==> config.mk <==
export PLATFORM = sky130hd
export DESIGN_NAME = seg_scan_ctl
export DESIGN_NICKNAME = d
export VERILOG_FILES = /design/src/rtl/seg_pkg.sv /design/src/rtl/seg_lz_mask.sv /design/src/rtl/seg_scan_ctl.sv
export SDC_FILE = /design/constraint.sdc
export NUM_CORES = 1
export LEC_CHECK = 0
export CAP_MARGIN = 0
export CORE_ASPECT_RATIO = 1.25
export CORE_MARGIN = 2
export CORE_UTILIZATION = 50
export CTS_CLUSTER_DIAMETER = 60
export DETAILED_ROUTE_END_ITERATION = 6
export DONT_BUFFER_PORTS = 1
export SKIP_CTS_REPAIR_TIMING = 1
export SLEW_MARGIN = 40
export SYNTH_ARGS = -nofsm -noshare
export SYNTH_HDL_FRONTEND = slang
export SYNTH_SLANG_ARGS = --single-unit
==> constraint.sdc <==
create_clock -name clk -period 7.8 [get_ports clk]
set_input_delay 1.56 -clock clk [delete_from_list [all_inputs] [get_ports clk]]
set_output_delay 1.56 -clock clk [all_outputs]
set_load 0.01 [all_outputs]
==> src/rtl/seg_pkg.sv <==
// Shared constants and the hex-to-7-segment decoder for the multiplexed display scanner.
// Segment order is {g,f,e,d,c,b,a}, active-low.
package seg_pkg;

   localparam logic [6:0] SEG_OFF   = 7'h7F;
   localparam logic [3:0] BIN_RESET = 4'd8;

   function automatic logic [6:0] hex_to_seg(input logic [3:0] hex);
      logic [6:0] pattern;
      case (hex)
         4'h0: pattern = 7'b1000000;
         4'h1: pattern = 7'b1111001;
         4'h2: pattern = 7'b0100100;
         4'h3: pattern = 7'b0110000;
         4'h4: pattern = 7'b0011001;
         4'h5: pattern = 7'b0010010;
         4'h6: pattern = 7'b0000010;
         4'h7: pattern = 7'b1111000;
         4'h8: pattern = 7'b0000000;
         4'h9: pattern = 7'b0010000;
         4'hA: pattern = 7'b0001000;
         4'hB: pattern = 7'b0000011;
         4'hC: pattern = 7'b1000110;
         4'hD: pattern = 7'b0100001;
         4'hE: pattern = 7'b0000110;
         default: pattern = 7'b0001110;
      endcase
      return pattern;
   endfunction

endpackage

==> src/rtl/seg_lz_mask.sv <==
// Builds the per-digit blank mask: forced blanks plus leading-zero suppression.
// Bit order matches the digit bus, so bit NUM_DIGITS-1 is the leftmost digit.
module seg_lz_mask
   import seg_pkg::*;
#(
   parameter int NUM_DIGITS = 4
) (
   input  logic [4*NUM_DIGITS-1:0] digits,
   input  logic                    lz_sup,
   input  logic [NUM_DIGITS-1:0]   blank,
   output logic [NUM_DIGITS-1:0]   mask
);

   logic zero_run;

   // Walk from the most significant digit down; the run stays true only while every digit so far is zero.
   always_comb begin
      mask     = blank;
      zero_run = lz_sup;
      for (int i = NUM_DIGITS - 1; i >= 0; i--) begin
         zero_run = zero_run && (digits[4*i +: 4] == 4'h0);
         if (i != 0 && zero_run) begin
            mask[i] = 1'b1;
         end
      end
   end

endmodule

==> src/rtl/seg_scan_ctl.sv <==
// Multiplexed 7-segment scan controller: prescaler, slot counter, frame-synchronous
// shadow registers and fully registered anode/segment outputs.
module seg_scan_ctl
   import seg_pkg::*;
#(
   parameter int NUM_DIGITS  = 4,
   parameter int DIV_BITS    = 16,
   parameter int BRIGHT_BITS = 3
) (
   input  logic                    clk,
   input  logic                    rst_p,
   input  logic [4*NUM_DIGITS-1:0] digits_in,
   input  logic [NUM_DIGITS-1:0]   dp_in,
   input  logic [NUM_DIGITS-1:0]   blank_in,
   input  logic                    lz_sup,
   input  logic [BRIGHT_BITS-1:0]  brightness,
   output logic [NUM_DIGITS-1:0]   dis,
   output logic [6:0]              seg,
   output logic                    dp,
   output logic [3:0]              bin_out,
   output logic                    frame_tick
);

   localparam int SLOT_BITS = $clog2(NUM_DIGITS);

   logic [DIV_BITS-1:0]     prescaler;
   logic [SLOT_BITS-1:0]    slot;
   logic [SLOT_BITS-1:0]    digit_idx;
   logic                    frame_start;

   logic [4*NUM_DIGITS-1:0] digits_sh;
   logic [NUM_DIGITS-1:0]   dp_sh;
   logic [NUM_DIGITS-1:0]   blank_sh;
   logic                    lz_sh;

   logic [4*NUM_DIGITS-1:0] cur_digits;
   logic [NUM_DIGITS-1:0]   cur_dp;
   logic [NUM_DIGITS-1:0]   cur_blank;
   logic                    cur_lz;
   logic [NUM_DIGITS-1:0]   blank_mask;

   logic [3:0]              nibble;
   logic                    lit;
   logic                    pwm_on;
   logic [NUM_DIGITS-1:0]   dis_d;
   logic [6:0]              seg_d;
   logic                    dp_d;

   assign frame_start = (prescaler == '0) && (slot == '0);
   assign digit_idx   = SLOT_BITS'(NUM_DIGITS - 1) - slot;

   // On the frame-start cycle the fresh inputs bypass the shadows so slot 0 already shows the new frame.
   assign cur_digits = frame_start ? digits_in : digits_sh;
   assign cur_dp     = frame_start ? dp_in     : dp_sh;
   assign cur_blank  = frame_start ? blank_in  : blank_sh;
   assign cur_lz     = frame_start ? lz_sup    : lz_sh;

   seg_lz_mask #(
      .NUM_DIGITS(NUM_DIGITS)
   ) u_lz_mask (
      .digits(cur_digits),
      .lz_sup(cur_lz),
      .blank (cur_blank),
      .mask  (blank_mask)
   );

   always_ff @(posedge clk or posedge rst_p) begin
      if (rst_p) begin
         prescaler <= '0;
         slot      <= '0;
      end else begin
         prescaler <= prescaler + 1'b1;
         if (prescaler == '1) begin
            slot <= (slot == SLOT_BITS'(NUM_DIGITS - 1)) ? '0 : slot + 1'b1;
         end
      end
   end

   always_ff @(posedge clk or posedge rst_p) begin
      if (rst_p) begin
         digits_sh <= '0;
         dp_sh     <= '0;
         blank_sh  <= '0;
         lz_sh     <= 1'b0;
      end else if (frame_start) begin
         digits_sh <= digits_in;
         dp_sh     <= dp_in;
         blank_sh  <= blank_in;
         lz_sh     <= lz_sup;
      end
   end

   // Brightness acts on the anode only; segments keep their pattern through the PWM off-time.
   always_comb begin
      nibble = cur_digits[4*digit_idx +: 4];
      lit    = ~blank_mask[digit_idx];
      pwm_on = (prescaler[DIV_BITS-1 -: BRIGHT_BITS] <= brightness);
      dis_d  = '1;
      seg_d  = SEG_OFF;
      dp_d   = 1'b1;
      if (lit) begin
         seg_d = hex_to_seg(nibble);
         dp_d  = ~cur_dp[digit_idx];
         if (pwm_on) begin
            dis_d[digit_idx] = 1'b0;
         end
      end
   end

   always_ff @(posedge clk or posedge rst_p) begin
      if (rst_p) begin
         dis        <= '1;
         seg        <= SEG_OFF;
         dp         <= 1'b1;
         bin_out    <= BIN_RESET;
         frame_tick <= 1'b0;
      end else begin
         dis        <= dis_d;
         seg        <= seg_d;
         dp         <= dp_d;
         bin_out    <= nibble;
         frame_tick <= frame_start;
      end
   end

endmodule

==> impl_metrics.json <==
{
  "ys_ff_latch": 60,
  "synth_area_per_cell_um2": 11.1,
  "critical_path.top_delay_family": "multiplexers",
  "yosysWarningCount": 0,
  "synth_most_common_cell": "nand2_1",
  "vdd_drop_max_mv": 0.149,
  "drive_above_1_share": 0.178,
  "maxCapViolCount": 0,
  "crit_path_end_kind": "flop",
  "die_height_um": 92.0,
  "min_period_ns": 4.00,
  "io_pins": 47,
  "yosys-top-cells-area": "dfrtp_1 (38%), dfstp_2 (11%), nand2_1 (8.8%), ha_1 (6.1%), mux4_2 (3.6%)",
  "synth_common_cells": "nand2_1 (73), dfrtp_1 (47), ha_1 (15)",
  "worstSetupPathType": "reg -> reg",
  "outcome": "finished, final reports clean",
  "fin_nets": 327,
  "area_growth_pct": 8.32,
  "ant_nets": 0,
  "final_core_util": 0.551,
  "grt_max_degree": 61,
  "cts_htree_levels": 3,
  "finalPower_uw": 643,
  "fillers": 561,
  "grt_util_all_layers": 0.195,
  "setup_violations": 0,
  "p_leak_uw": 0.00148,
  "vias": 2013,
  "drtPass1Iterations": 4,
  "finalCritPeriodShare": 0.513,
  "antenna_cells": 0,
  "routed_via_density": 5.41,
  "die-area_um2": 6850,
  "tightestPinTransition_ns": 0.722,
  "routed_wl_um": 5830,
  "final-instance-count-excl-fill": 372,
  "num_rows": 32,
  "synthArstFlopShare": 1.00,
  "hold_viol_final": 0,
  "gp_congestion": 0.748,
  "tns_ns": 0,
  "grt_pass1_vias": 2049,
  "synth_edf_count": 0,
  "crit_slowest_cell": "dfrtp_1",
  "grt_first_pass_wirelength_um": 10100,
  "cp.buffers_inverters": 3,
  "ys_types": 45,
  "multi_input_comb_area_um2": 1470,
  "path_max_fanout": 37,
  "synth.largest_area_cell": "dfrtp_1",
  "required_ns": 8.05,
  "routedWlPerCell_um": 15.7,
  "path_common_cell": "ha_1",
  "final.setup_skew_ns": 0.0103,
  "dp_cells": 356,
  "register_area_um2": 1520,
  "fin_hold_ws_ns": 0.477,
  "fmax_mhz": 250,
  "drcViolationCount": 0,
  "relSlewSlack": 0.518,
  "drt_iter0_drc": 87,
  "numPortBuffers": 0,
  "p_switching_uw": 145,
  "clockRootBuffer": "clkbuf_8",
  "clock_path_buffers": 2,
  "power_frac_comb": 0.059,
  "synth_top_area_frac": 0.380,
  "start_kind": "flop",
  "rsz0062_at_grt": "false",
  "initial_utilization": 0.509,
  "cts_tree": "built",
  "swShare": 0.225,
  "ys.flop_type": "dfrtp_1",
  "antenna_found_initial": 0,
  "synth_nets": 325,
  "finalMaxSlewViolations": 0,
  "intPower_uw": 498,
  "slowest_delay_ns": 0.61,
  "path_clk_slew_ns": 0.07,
  "overflow": 0,
  "core_area_um2": 6090,
  "p_per_area_nw_per_um2": 192,
  "min_path_type": "reg -> reg",
  "dp_hpwl_um": 4090,
  "ys_seq_area_frac": 0.490,
  "arrival_ns": 4.25,
  "cp_cell_sequence": "clkinv_1 -> ha_1 -> nor4b_2 -> nand4_1 -> buf_4 -> mux4_1 -> mux2i_1 -> ha_1 -> inv_1 -> mux2_1 -> a32oi_1",
  "syn_inst": 280,
  "die_w_um": 74.4,
  "synthesis.area_um2": 3100,
  "clock_sinks": 60,
  "clkPwrFrac": 0.422,
  "pwr-share-seq": 0.519,
  "insertion_delay_ns": 0.33,
  "numCtsBuffers": 9
}
-- metrics by stage --
stage / setup WS, ns / cell area [µm²]
2_1_floorplan: 4.46 / 3100
3_3_place_gp: 3.90 / 3170
3_5_place_dp: 3.79 / 3170
4_1_cts: 3.73 / 3360
5_1_grt: 3.42 / 3360
6_report: 3.80 / 3360
-- state kept, by name, summed over array words and instances, names as in the netlist --
| register | flops |
|---|---|
| dp | 1 |
| slot | 2 |
| seg | 7 |
| dp_sh | 4 |
| lz_sh | 1 |
| dis | 4 |
| digits_sh | 16 |
| blank_sh | 4 |
| prescaler | 16 |
| frame_tick | 1 |
| bin_out | 4 |
-- power groups by stage --
stage	Clock (µW)	Combinational [µW]	Sequential (µW)
after floorplan	0	31.5	337
after global routing	293	43.7	335
after detailed placement	0	38.6	340
after CTS	276	38.9	334
after global placement	0	38.1	339
final	271	38.0	334
-- cell families (layout without fill, tap and decap cells) --
| kind of cell | after synthesis | in the layout | synth area share |
|---|---|---|---|
| compound gates | 18 | 18 | 0.0469 |
| xor+xnor | 16 | 16 | 0.0452 |
| fa+ha+maj | 15 | 15 | 0.0606 |
| buf+inv | 26 | 33 | 0.0355 |
| flops | 60 | 60 | 0.490 |
| mux | 26 | 26 | 0.139 |
| simple gates | 119 | 119 | 0.183 |
-- cells in the final DEF, fill, tap and decap left out, types with 2 or more instances in the layout --
cell	Yosys	routed
and3_1	3	3
buf_4	0	2
clkbuf_1	8	4
clkbuf_8	0	10
dfrtp_1	47	47
dfstp_2	13	13
ha_1	15	15
inv_1	12	11
inv_2	1	2
mux2_1	3	3
mux2_2	7	7
mux2i_1	4	4
mux2i_4	2	2
mux4_1	4	4
mux4_2	5	5
nand2_1	73	73
nand3_1	13	13
nand4_1	5	5
nor2_1	5	5
nor2b_1	3	3
nor3_1	3	3
nor4_1	4	4
nor4b_2	2	2
o211ai_1	3	3
o21bai_1	2	2
o221ai_1	2	2
o31ai_1	3	3
or4_1	3	3
or4b_2	2	2
xnor2_1	10	10
xor2_1	6	6
-- cell type report --
class / instances / share of cell area
Sequential cell: 60 / 0.452
Inverter: 15 / 0.0175
Multi-Input combinational cell: 194 / 0.438
Clock buffer: 14 / 0.0455
Clock inverter: 2 / 0.0104
Timing Repair Buffer: 2 / 0.00447
Tap cell: 85 / 0.0317
-- metal layers --
layer,vias up,share of wire,GRT usage
li1,980,-,-
met2,48,0.46,0.284
met1,975,0.46,0.274
met3,10,0.056,0.0505
met4,0,0.019,0.0848
met5,-,0,0
-- worst register-to-register path: stages, from the launching register on --
cell,delay (ns)
dfrtp_1,0.61
clkinv_1,0.42
ha_1,0.35
nor4b_2,0.16
nand4_1,0.07
buf_4,0.39
mux4_1,0.63
mux2i_1,0.40
ha_1,0.28
inv_1,0.09
mux2_1,0.31
a32oi_1,0.22
-- final timing paths --
check	end	start	slack (ns)	cells after the start
max in group asynchronous	digits_sh[12]	rst_p	6.00	2
setup reg to reg	seg[3]	slot[0]	3.80	11
hold / removal	blank_sh[3]	blank_sh[3]	0.48	2
min in group asynchronous	prescaler[7]	rst_p	1.31	2
setup / recovery	seg[3]	slot[0]	3.80	11
hold reg to reg	blank_sh[3]	blank_sh[3]	0.48	2
Power figures use the tool's default switching activity.
